===== src/rtl/uart_pkg.sv =====
// uart_pkg: shared UART parity encoding, receiver state encoding and baud divider helper
package uart_pkg;
  localparam int PAR_NONE = 0;
  localparam int PAR_ODD  = 1;
  localparam int PAR_EVEN = 2;
  typedef enum logic [2:0] {S_IDLE, S_START, S_DATA, S_PARITY, S_STOP, S_BRK_WAIT} rx_state_e;
  function automatic int uart_divider(input int clk_hz, input int baud, input int os);
    return clk_hz / (baud * os);
  endfunction
endpackage


===== src/rtl/uart_os_tick.sv =====
// uart_os_tick: oversample prescaler with restart, giving a tick strobe and the per-bit tick index
module uart_os_tick #(
  parameter int DIVIDER = 10,
  parameter int OVERSAMPLE = 16,
  localparam int PW = DIVIDER > 1 ? $clog2(DIVIDER) : 1,
  localparam int IW = $clog2(OVERSAMPLE)
) (
  input  logic          clk,
  input  logic          rst_n,
  input  logic          restart_i,
  output logic          tick_o,
  output logic [IW-1:0] idx_o
);
  logic [PW-1:0] cnt_q;
  logic [IW-1:0] idx_q;
  assign tick_o = !restart_i && cnt_q == PW'(DIVIDER - 1);
  assign idx_o  = idx_q;
  // Prescaler and tick index, both zeroed on restart so bit centres follow the start edge
  always_ff @(posedge clk or negedge rst_n)
    if (!rst_n) begin
      cnt_q <= '0;
      idx_q <= '0;
    end else if (restart_i) begin
      cnt_q <= '0;
      idx_q <= '0;
    end else if (tick_o) begin
      cnt_q <= '0;
      idx_q <= idx_q == IW'(OVERSAMPLE - 1) ? '0 : idx_q + 1'b1;
    end else begin
      cnt_q <= cnt_q + 1'b1;
    end
endmodule


===== src/rtl/uart_rx_cfg.sv =====
// uart_rx_cfg: configurable oversampling UART receiver with valid/ready holding register
module uart_rx_cfg
  import uart_pkg::*;
#(
  parameter int CLK_FREQ    = 50000000,
  parameter int BAUD        = 9600,
  parameter int OVERSAMPLE  = 16,
  parameter int DATA_BITS   = 8,
  parameter int PARITY      = 0,
  parameter int STOP_BITS   = 1,
  parameter int SYNC_STAGES = 2
) (
  input  logic                 clk,
  input  logic                 rst_n,
  input  logic                 rx,
  output logic [DATA_BITS-1:0] rx_data,
  output logic                 rx_valid,
  input  logic                 rx_ready,
  output logic                 parity_err,
  output logic                 frame_err,
  output logic                 overrun,
  output logic                 break_det,
  output logic                 busy
);
  localparam int DIVIDER = uart_divider(CLK_FREQ, BAUD, OVERSAMPLE);
  localparam int IW = $clog2(OVERSAMPLE);
  logic [SYNC_STAGES-1:0] sync_q;
  logic rx_s, rx_prev_q, tick, restart, vote, at_s0, at_s1, at_v, at_end;
  logic [IW-1:0] idx;
  rx_state_e state_q, state_d;
  logic [DATA_BITS-1:0] shift_q, shift_d, rx_data_q;
  logic [3:0] cnt_q, cnt_d;
  logic [1:0] smp_q;
  logic par_q, par_d, serr_q, serr_d, zero_q, zero_d;
  logic done, perr, valid_q, perr_q, ferr_q, ovr_q, drop_q, brk_q;
  uart_os_tick #(.DIVIDER(DIVIDER), .OVERSAMPLE(OVERSAMPLE)) u_tick (
    .clk(clk), .rst_n(rst_n), .restart_i(restart), .tick_o(tick), .idx_o(idx)
  );
  assign rx_s   = sync_q[SYNC_STAGES-1];
  assign at_s0  = tick && idx == IW'(OVERSAMPLE / 2 - 1);
  assign at_s1  = tick && idx == IW'(OVERSAMPLE / 2);
  assign at_v   = tick && idx == IW'(OVERSAMPLE / 2 + 1);
  assign at_end = tick && idx == IW'(OVERSAMPLE - 1);
  assign vote   = (smp_q[0] & smp_q[1]) | (rx_s & (smp_q[0] | smp_q[1]));
  assign perr   = PARITY == PAR_ODD ? ~(^shift_q ^ par_q) : PARITY == PAR_EVEN ? (^shift_q ^ par_q) : 1'b0;
  assign rx_data    = rx_data_q;
  assign rx_valid   = valid_q;
  assign parity_err = perr_q;
  assign frame_err  = ferr_q;
  assign overrun    = ovr_q;
  assign break_det  = brk_q;
  assign busy       = state_q != S_IDLE;
  // Frame FSM: start qualification, data/parity/stop voting and break recovery
  always_comb begin
    state_d = state_q;
    shift_d = shift_q;
    cnt_d   = cnt_q;
    par_d   = par_q;
    serr_d  = serr_q;
    zero_d  = zero_q;
    restart = 1'b0;
    done    = 1'b0;
    case (state_q)
      S_IDLE: if (rx_prev_q && !rx_s) begin
        state_d = S_START;
        restart = 1'b1;
      end
      S_START: if (at_v && vote) state_d = S_IDLE;
      else if (at_end) begin
        state_d = S_DATA;
        cnt_d   = '0;
        serr_d  = 1'b0;
        zero_d  = 1'b1;
      end
      S_DATA: begin
        if (at_v) begin
          shift_d = {vote, shift_q[DATA_BITS-1:1]};
          zero_d  = zero_q & ~vote;
        end
        if (at_end) begin
          cnt_d = cnt_q + 4'd1;
          if (cnt_q == 4'(DATA_BITS - 1)) begin
            state_d = PARITY != PAR_NONE ? S_PARITY : S_STOP;
            cnt_d   = '0;
          end
        end
      end
      S_PARITY: begin
        if (at_v) begin
          par_d  = vote;
          zero_d = zero_q & ~vote;
        end
        if (at_end) state_d = S_STOP;
      end
      S_STOP: if (at_v) begin
        serr_d = serr_q | ~vote;
        zero_d = zero_q & ~vote;
        if (cnt_q == 4'(STOP_BITS - 1)) begin
          done    = 1'b1;
          state_d = zero_d ? S_BRK_WAIT : S_IDLE;
        end
      end else if (at_end) cnt_d = cnt_q + 4'd1;
      S_BRK_WAIT: begin
        restart = !rx_s;
        if (at_end) state_d = S_IDLE;
      end
      default: state_d = S_IDLE;
    endcase
  end
  // Synchroniser, mid-bit samples and FSM state registers
  always_ff @(posedge clk or negedge rst_n)
    if (!rst_n) begin
      sync_q    <= '1;
      rx_prev_q <= 1'b1;
      smp_q     <= '0;
      state_q   <= S_IDLE;
      shift_q   <= '0;
      cnt_q     <= '0;
      par_q     <= 1'b0;
      serr_q    <= 1'b0;
      zero_q    <= 1'b0;
    end else begin
      sync_q    <= {sync_q[SYNC_STAGES-2:0], rx};
      rx_prev_q <= rx_s;
      if (at_s0) smp_q[0] <= rx_s;
      if (at_s1) smp_q[1] <= rx_s;
      state_q   <= state_d;
      shift_q   <= shift_d;
      cnt_q     <= cnt_d;
      par_q     <= par_d;
      serr_q    <= serr_d;
      zero_q    <= zero_d;
    end
  // Holding register: load on completion when free, otherwise drop and remember it
  always_ff @(posedge clk or negedge rst_n)
    if (!rst_n) begin
      rx_data_q <= '0;
      valid_q   <= 1'b0;
      perr_q    <= 1'b0;
      ferr_q    <= 1'b0;
      ovr_q     <= 1'b0;
      drop_q    <= 1'b0;
      brk_q     <= 1'b0;
    end else begin
      brk_q <= done && zero_d;
      if (done && !zero_d && (!valid_q || rx_ready)) begin
        rx_data_q <= shift_q;
        valid_q   <= 1'b1;
        perr_q    <= perr;
        ferr_q    <= serr_d;
        ovr_q     <= drop_q;
        drop_q    <= 1'b0;
      end else begin
        if (done && !zero_d) drop_q <= 1'b1;
        if (rx_ready) valid_q <= 1'b0;
      end
    end
endmodule

===== config.mk =====
export PLATFORM = sky130hd
export DESIGN_NAME = uart_rx_cfg
export DESIGN_NICKNAME = d
export VERILOG_FILES = /design/src/rtl/uart_pkg.sv /design/src/rtl/uart_os_tick.sv /design/src/rtl/uart_rx_cfg.sv
export SDC_FILE = /design/constraint.sdc
export NUM_CORES = 1
export LEC_CHECK = 0
export ABC_AREA = 0
export BUFFER_PORTS_ARGS = -buffer_cell sky130_fd_sc_hd__buf_2
export CAP_MARGIN = 20
export CELL_PAD_IN_SITES_DETAIL_PLACEMENT = 0
export CELL_PAD_IN_SITES_GLOBAL_PLACEMENT = 1
export CORE_MARGIN = 10
export CORE_UTILIZATION = 51
export CTS_CLUSTER_DIAMETER = 200
export DETAILED_ROUTE_END_ITERATION = 7
export GPL_ROUTABILITY_DRIVEN = 0
export HOLD_SLACK_MARGIN = 0.08
export PLACE_DENSITY = 0.88
export SYNTH_ARGS = -nofsm -noshare
export SYNTH_HDL_FRONTEND = slang
export SYNTH_SLANG_ARGS = --single-unit

===== constraint.sdc =====
create_clock -name clk -period 5.6 [get_ports clk]
set_input_delay 1.12 -clock clk [delete_from_list [all_inputs] [get_ports clk]]
set_output_delay 1.12 -clock clk [all_outputs]
set_load 0.1 [all_outputs]

---- Word-level counts from Yosys, hierarchy flattened ----
Index checks and enable logic that the tools add are counted.
storage, ports and cells
  memories ................................ 0
  register bits after elaboration ......... 48
  logic and storage cells ................. 116
  latch bits .............................. 0
  ROM bits ................................ 0
  output and inout bits ................... 14
  bits in writable memories ............... 0
  input port bits ......................... 4
operators by class
  order comparisons ....................... 0
  multipliers ............................. 0
  divide/modulo/power cells ............... 0
  equal/unequal tests ..................... 23
  reduce and logical (&&, ||, !) cells .... 26
  add/sub/neg operators ................... 3
  bitwise logic cells ..................... 7
  muxes and demuxes ....................... 40
  shifts and indexed selects .............. 0
operator list
  kind                                            count
  two-way mux 4 bit                               9
  two-way mux 3 bit                               10
  inequality test 2 bit (second input constant)   11
  two-way mux 9 bit                               2
  case mux 3 bit (6 select lines)                 1
  two-way mux 1 bit                               14
  == test 4 bit (second input constant)           3
  case mux 4 bit (3 select lines)                 1
  logical AND 1 bit                               10
  adder 9 x 1 -> 9 bit (second input constant)    1
  == test 9 bit (second input constant)           1
  adder 4 x 1 -> 4 bit (second input constant)    2
  == test 4 x 3 -> 1 bit (second input constant)  2
  AND reduction 8 bit                             1
  == test 3 x 2 -> 1 bit (second input constant)  2
  == test 3 bit (second input constant)           2
  case mux 1 bit (2 select lines)                 3
  AND reduction 6 bit                             1
  nonzero test 2 bit                              3
  nonzero test 3 bit                              2
  zero test 1 bit                                 4
  zero test 4 bit                                 1
  bitwise AND 1 bit                               3
  == test 3 x 1 -> 1 bit (second input constant)  1
  other kinds (7)                                 9

---- Depth between registers and ports, before layout ----
  word-level depth ........................ 14
  gate-level depth with buffers ........... 8
  gate-level depth less buffers ........... 7

---- Modules after synthesis ----
Synthesis repeated with hierarchy kept, for this count alone.
unflattened totals
  cell total of the unflattened synthesis .. 198
  area, all modules ....................... 2,338.5 um^2
by module, submodules not included
  module        instances  cells an instance  area an instance (um^2)  seq. area each (um^2)
  uart_rx_cfg   1          130                1,674.1                  879.6
  uart_os_tick  1          68                 664.4                    325.3

---- Worst setup path after synthesis ----
OpenSTA, ideal clock, no wires.
  path type ............................... flip-flop to output port
  start point ............................. register state_q[2]
  end point ............................... output busy
  path buffers ............................ 1
  setup slack ............................. 3.196 ns
  stages on the path, launching flop included .. 3
  data required time ...................... 4.480 ns
  arrival time ............................ 1.284 ns
  path through ............................ dfrtp_1 -> clkbuf_1 -> or3_1
between the ends
  word-level cells in the longest chain between the ends .. 1
ends and longest elaborated chain
  what                    RTL line            source
  start, declared         uart_rx_cfg.sv:30   rx_state_e state_q, state_d;
  start signal, assigned  uart_rx_cfg.sv:127  state_q <= state_d;
  nonzero test 3 bit      uart_rx_cfg.sv:52   assign busy = state_q != S_IDLE;
  end, declared           uart_rx_cfg.sv:23   output logic busy
Every way passes these cells.

---- Worst setup path after layout ----
  start point ............................. register state_q[0]
  end point ............................... output busy
Same word-level chain as after synthesis.

==> metrics.txt <==
Detailed Route WL=4180 um; NetSw=185 uW; RSZ-0062 raised after global routing=false; EDFF count, synth=0; grt total ovfl=0; I/O pins=18; DR WL met2=1980 um; vias in the first global route=1577; Max IR drop VDD=233 uV; Synth Register Bits=48; CP max FO=12; initial core utilization=53.0%; final hold violation count=0; Hold WC Path Type=flop to flop; Mapped Area=0.00232 sq mm; H-tree depth=2; Syn Nets=224; Worst slew margin=66.1%; final setup vio count=0; worst hold path depth=0; post-synth top area share=48.4%; Clock Tree Buf Depth=2; Seq/Total Area, Yosys=51.8%; Worst Max-Slew Pin Slew=508 ps; Setup Skew=7.11 ps; port bufs=16; Reg2Reg Depth=5; worst setup slack after layout=2960 ps; worst hold slack=362 ps; worst setup path class=flop to primary output; DRC Markers=0; final max-slew violation count=0; ys async rst share=100%; post-CTS setup buffers=0; outcome=finished clean; fin crit share=47.2%; cts repair resizes=0; highest metal used=met4; Synth warnings=0; FP Rows=24; HPWL Detailed=3050 um; Worst EP required=4480 ps; part of the power in the clock network=38.4%; crit start category=flop; initial antenna violation count=0; Leak=1.25 nW; final core occ=59.2%; Core Region=0.00438 sq mm; height of the die=87.5 um; CTS root buf=clkbuf_8; worst r2r src=u_tick.cnt_q[5]; Skew-Pair Late Insertion Delay=300 ps; CTS tree=done; Worst setup EP type=primary output; Worst EP arrival=1520 ps; WL met1=1980 um; multi-input logic area=0.00105 sq mm; placed cell area=0.00244 sq mm; dominant cell type by area after synthesis=dfrtp_1; largest net degree at the start of global routing=49; power density over the cells=298 mW/mm^2; Syn Area/Cell=10.9 sq um; setup tns final=0 ps; ANT cells=0; Net Sw Frac=23.9%; via density per instance=5.63; synth unique cells=46; DIE WIDTH=87.5 um; Crit Reg-Reg Endpoint=rx_data[4]; Design Area, Final=0.00259 sq mm; largest cells by area after synthesis=dfrtp_1, mux2_2, ha_1, dfstp_2, nor2_1; Fill cells=378; Avg WL per Cell=14.7 um; Vias=1599; clock period minus worst slack=2640 ps; nets@finish=242; Post-synth top flop=dfrtp_1; first-pass GRT wire length=7430 um; pre-CTS WS=3210 ps; Register Area=0.00120 sq mm; clk sink count=48; Hold EP=sync_q[1]; Inserted Clock Buffers=5; WL met3=157 um; Total GRT Usage=11.9%; combinational share of power=9.5%; Max Clock Freq=378 MHz; Cells after Synth=213; Area growth syn-to-layout=11.6%; DR iter-0 viols=91; ANT nets after route=0; maxcap violations=0; # hold bufs at CTS=0; slack of the worst reg-to-reg path=3220 ps; Pre-antenna DRT Iters=4; min-delay src=sync_q[0]; layout cells sized above 1=25.0%; Cell Int Power=589 uW; Sequential Power Share=52.0%; Worst-path clk slew=90 ps; die area=0.00766 sq mm
==> layer usage <==
| metal | track usage, % | up-vias |
|---|---|---|
| li1 | - | 781 |
| met1 | 15.3 | 789 |
| met2 | 19.0 | 23 |
| met3 | 2.62 | 6 |
| met4 | 4.49 | 0 |
| met5 | 0 | - |
==> per-stage QoR <==
| step | std cells | total power, mW |
|---|---|---|
| 3_5_place_dp | 275 | 0.483 |
| 6_report | 284 | 0.774 |
| 3_3_place_gp | 275 | 0.478 |
| 2_1_floorplan | 213 | 0.461 |
| 5_1_grt | 284 | 0.812 |
| 4_1_cts | 283 | 0.783 |
==> worst max-delay path: stages (launching register included) <==
cell     delay (ps)
dfrtp_1         510
or3_1           410
buf_2           310
==> state kept, by name (all words and copies together) (netlist names) <==
register	flops
smp_q	2
u_tick.cnt_q	9
u_tick.idx_o	4
rx_valid	1
drop_q	1
zero_q	1
shift_q	8
cnt_q	4
serr_q	1
frame_err	1
rx_data	8
state_q	3
overrun	1
sync_q	2
rx_prev_q	1
break_det	1
==> cells in the final DEF (no fill, tap or decap), drive strengths merged, types with 3 or more instances in the layout <==
cell,Yosys,final
mux2,21,21
a21oi,7,7
nand2b,4,4
inv,9,10
or2,3,3
xor2,5,5
nand4,3,3
nor2,21,21
and3,3,3
nand3,10,10
ha,7,7
o21ai,14,14
buf,2,17
xnor2,3,3
nor2b,4,4
clkbuf,4,5
dfrtp,45,45
nand2,17,17
dfstp,3,3
==> cells in the mapped netlist, types with 2 or more instances <==
cell      instances
nor2b_1           4
o211a_1           2
nor2_1           20
xnor2_1           3
o21ai_0          12
xor2_1            5
nand2b_1          4
inv_1             9
nand3_1          10
ha_1              7
nand2_1          17
or4_1             2
mux2_2           21
a21oi_1           7
clkbuf_1          4
nor3_1            2
or2_2             2
and3_1            3
dfrtp_1          45
nand3b_1          2
nand4_1           3
nand4b_1          2
o31ai_1           2
dfstp_2           3
==> power by group through the flow <==
stage / clock network (mW) / logic [mW] / registers (mW)
2_1_floorplan: 0 / 0.0586 / 0.402
3_3_place_gp: 0 / 0.0709 / 0.407
3_5_place_dp: 0 / 0.0743 / 0.409
4_1_cts: 0.306 / 0.0745 / 0.403
5_1_grt: 0.316 / 0.0864 / 0.409
6_report: 0.298 / 0.0738 / 0.403
==> area by class of cell <==
type / count / share of cell area (%)
tap: 52 / 2.51
clock buffer: 5 / 2.65
multi-input combinational: 150 / 40.6
inverter: 9 / 1.30
clock inverter: 3 / 2.65
timing repair buffer: 17 / 3.86
sequential: 48 / 46.5
==> how the worst max path moves through the flow <==
stage / slack [ps] / from / cells after the start / end
after floorplan: 3200 / state_q[2] / 2 / busy
after global placement: 3230 / u_tick.cnt_q[5] / 5 / overrun
after detailed placement: 3210 / u_tick.cnt_q[5] / 5 / rx_data[6]
after CTS: 2950 / state_q[0] / 2 / busy
after global routing: 2900 / state_q[0] / 2 / busy
final: 2960 / state_q[0] / 2 / busy
==> cells by family (layout without fill, tap and decap cells) <==
logic type | after synthesis | in the layout | share of synthesized area, %
muxes | 21 | 21 | 10.2
adders and majority gates | 8 | 8 | 4.20
xor gates and xnor gates | 8 | 8 | 3.01
DFF | 48 | 48 | 51.8
AOI/OAI and AO/OA | 32 | 32 | 9.36
other | 1 | 1 | 0.161
and+or+nand+nor | 80 | 80 | 18.4
buffers and inverters | 15 | 34 | 2.91
Power figures use the tool's default switching activity.
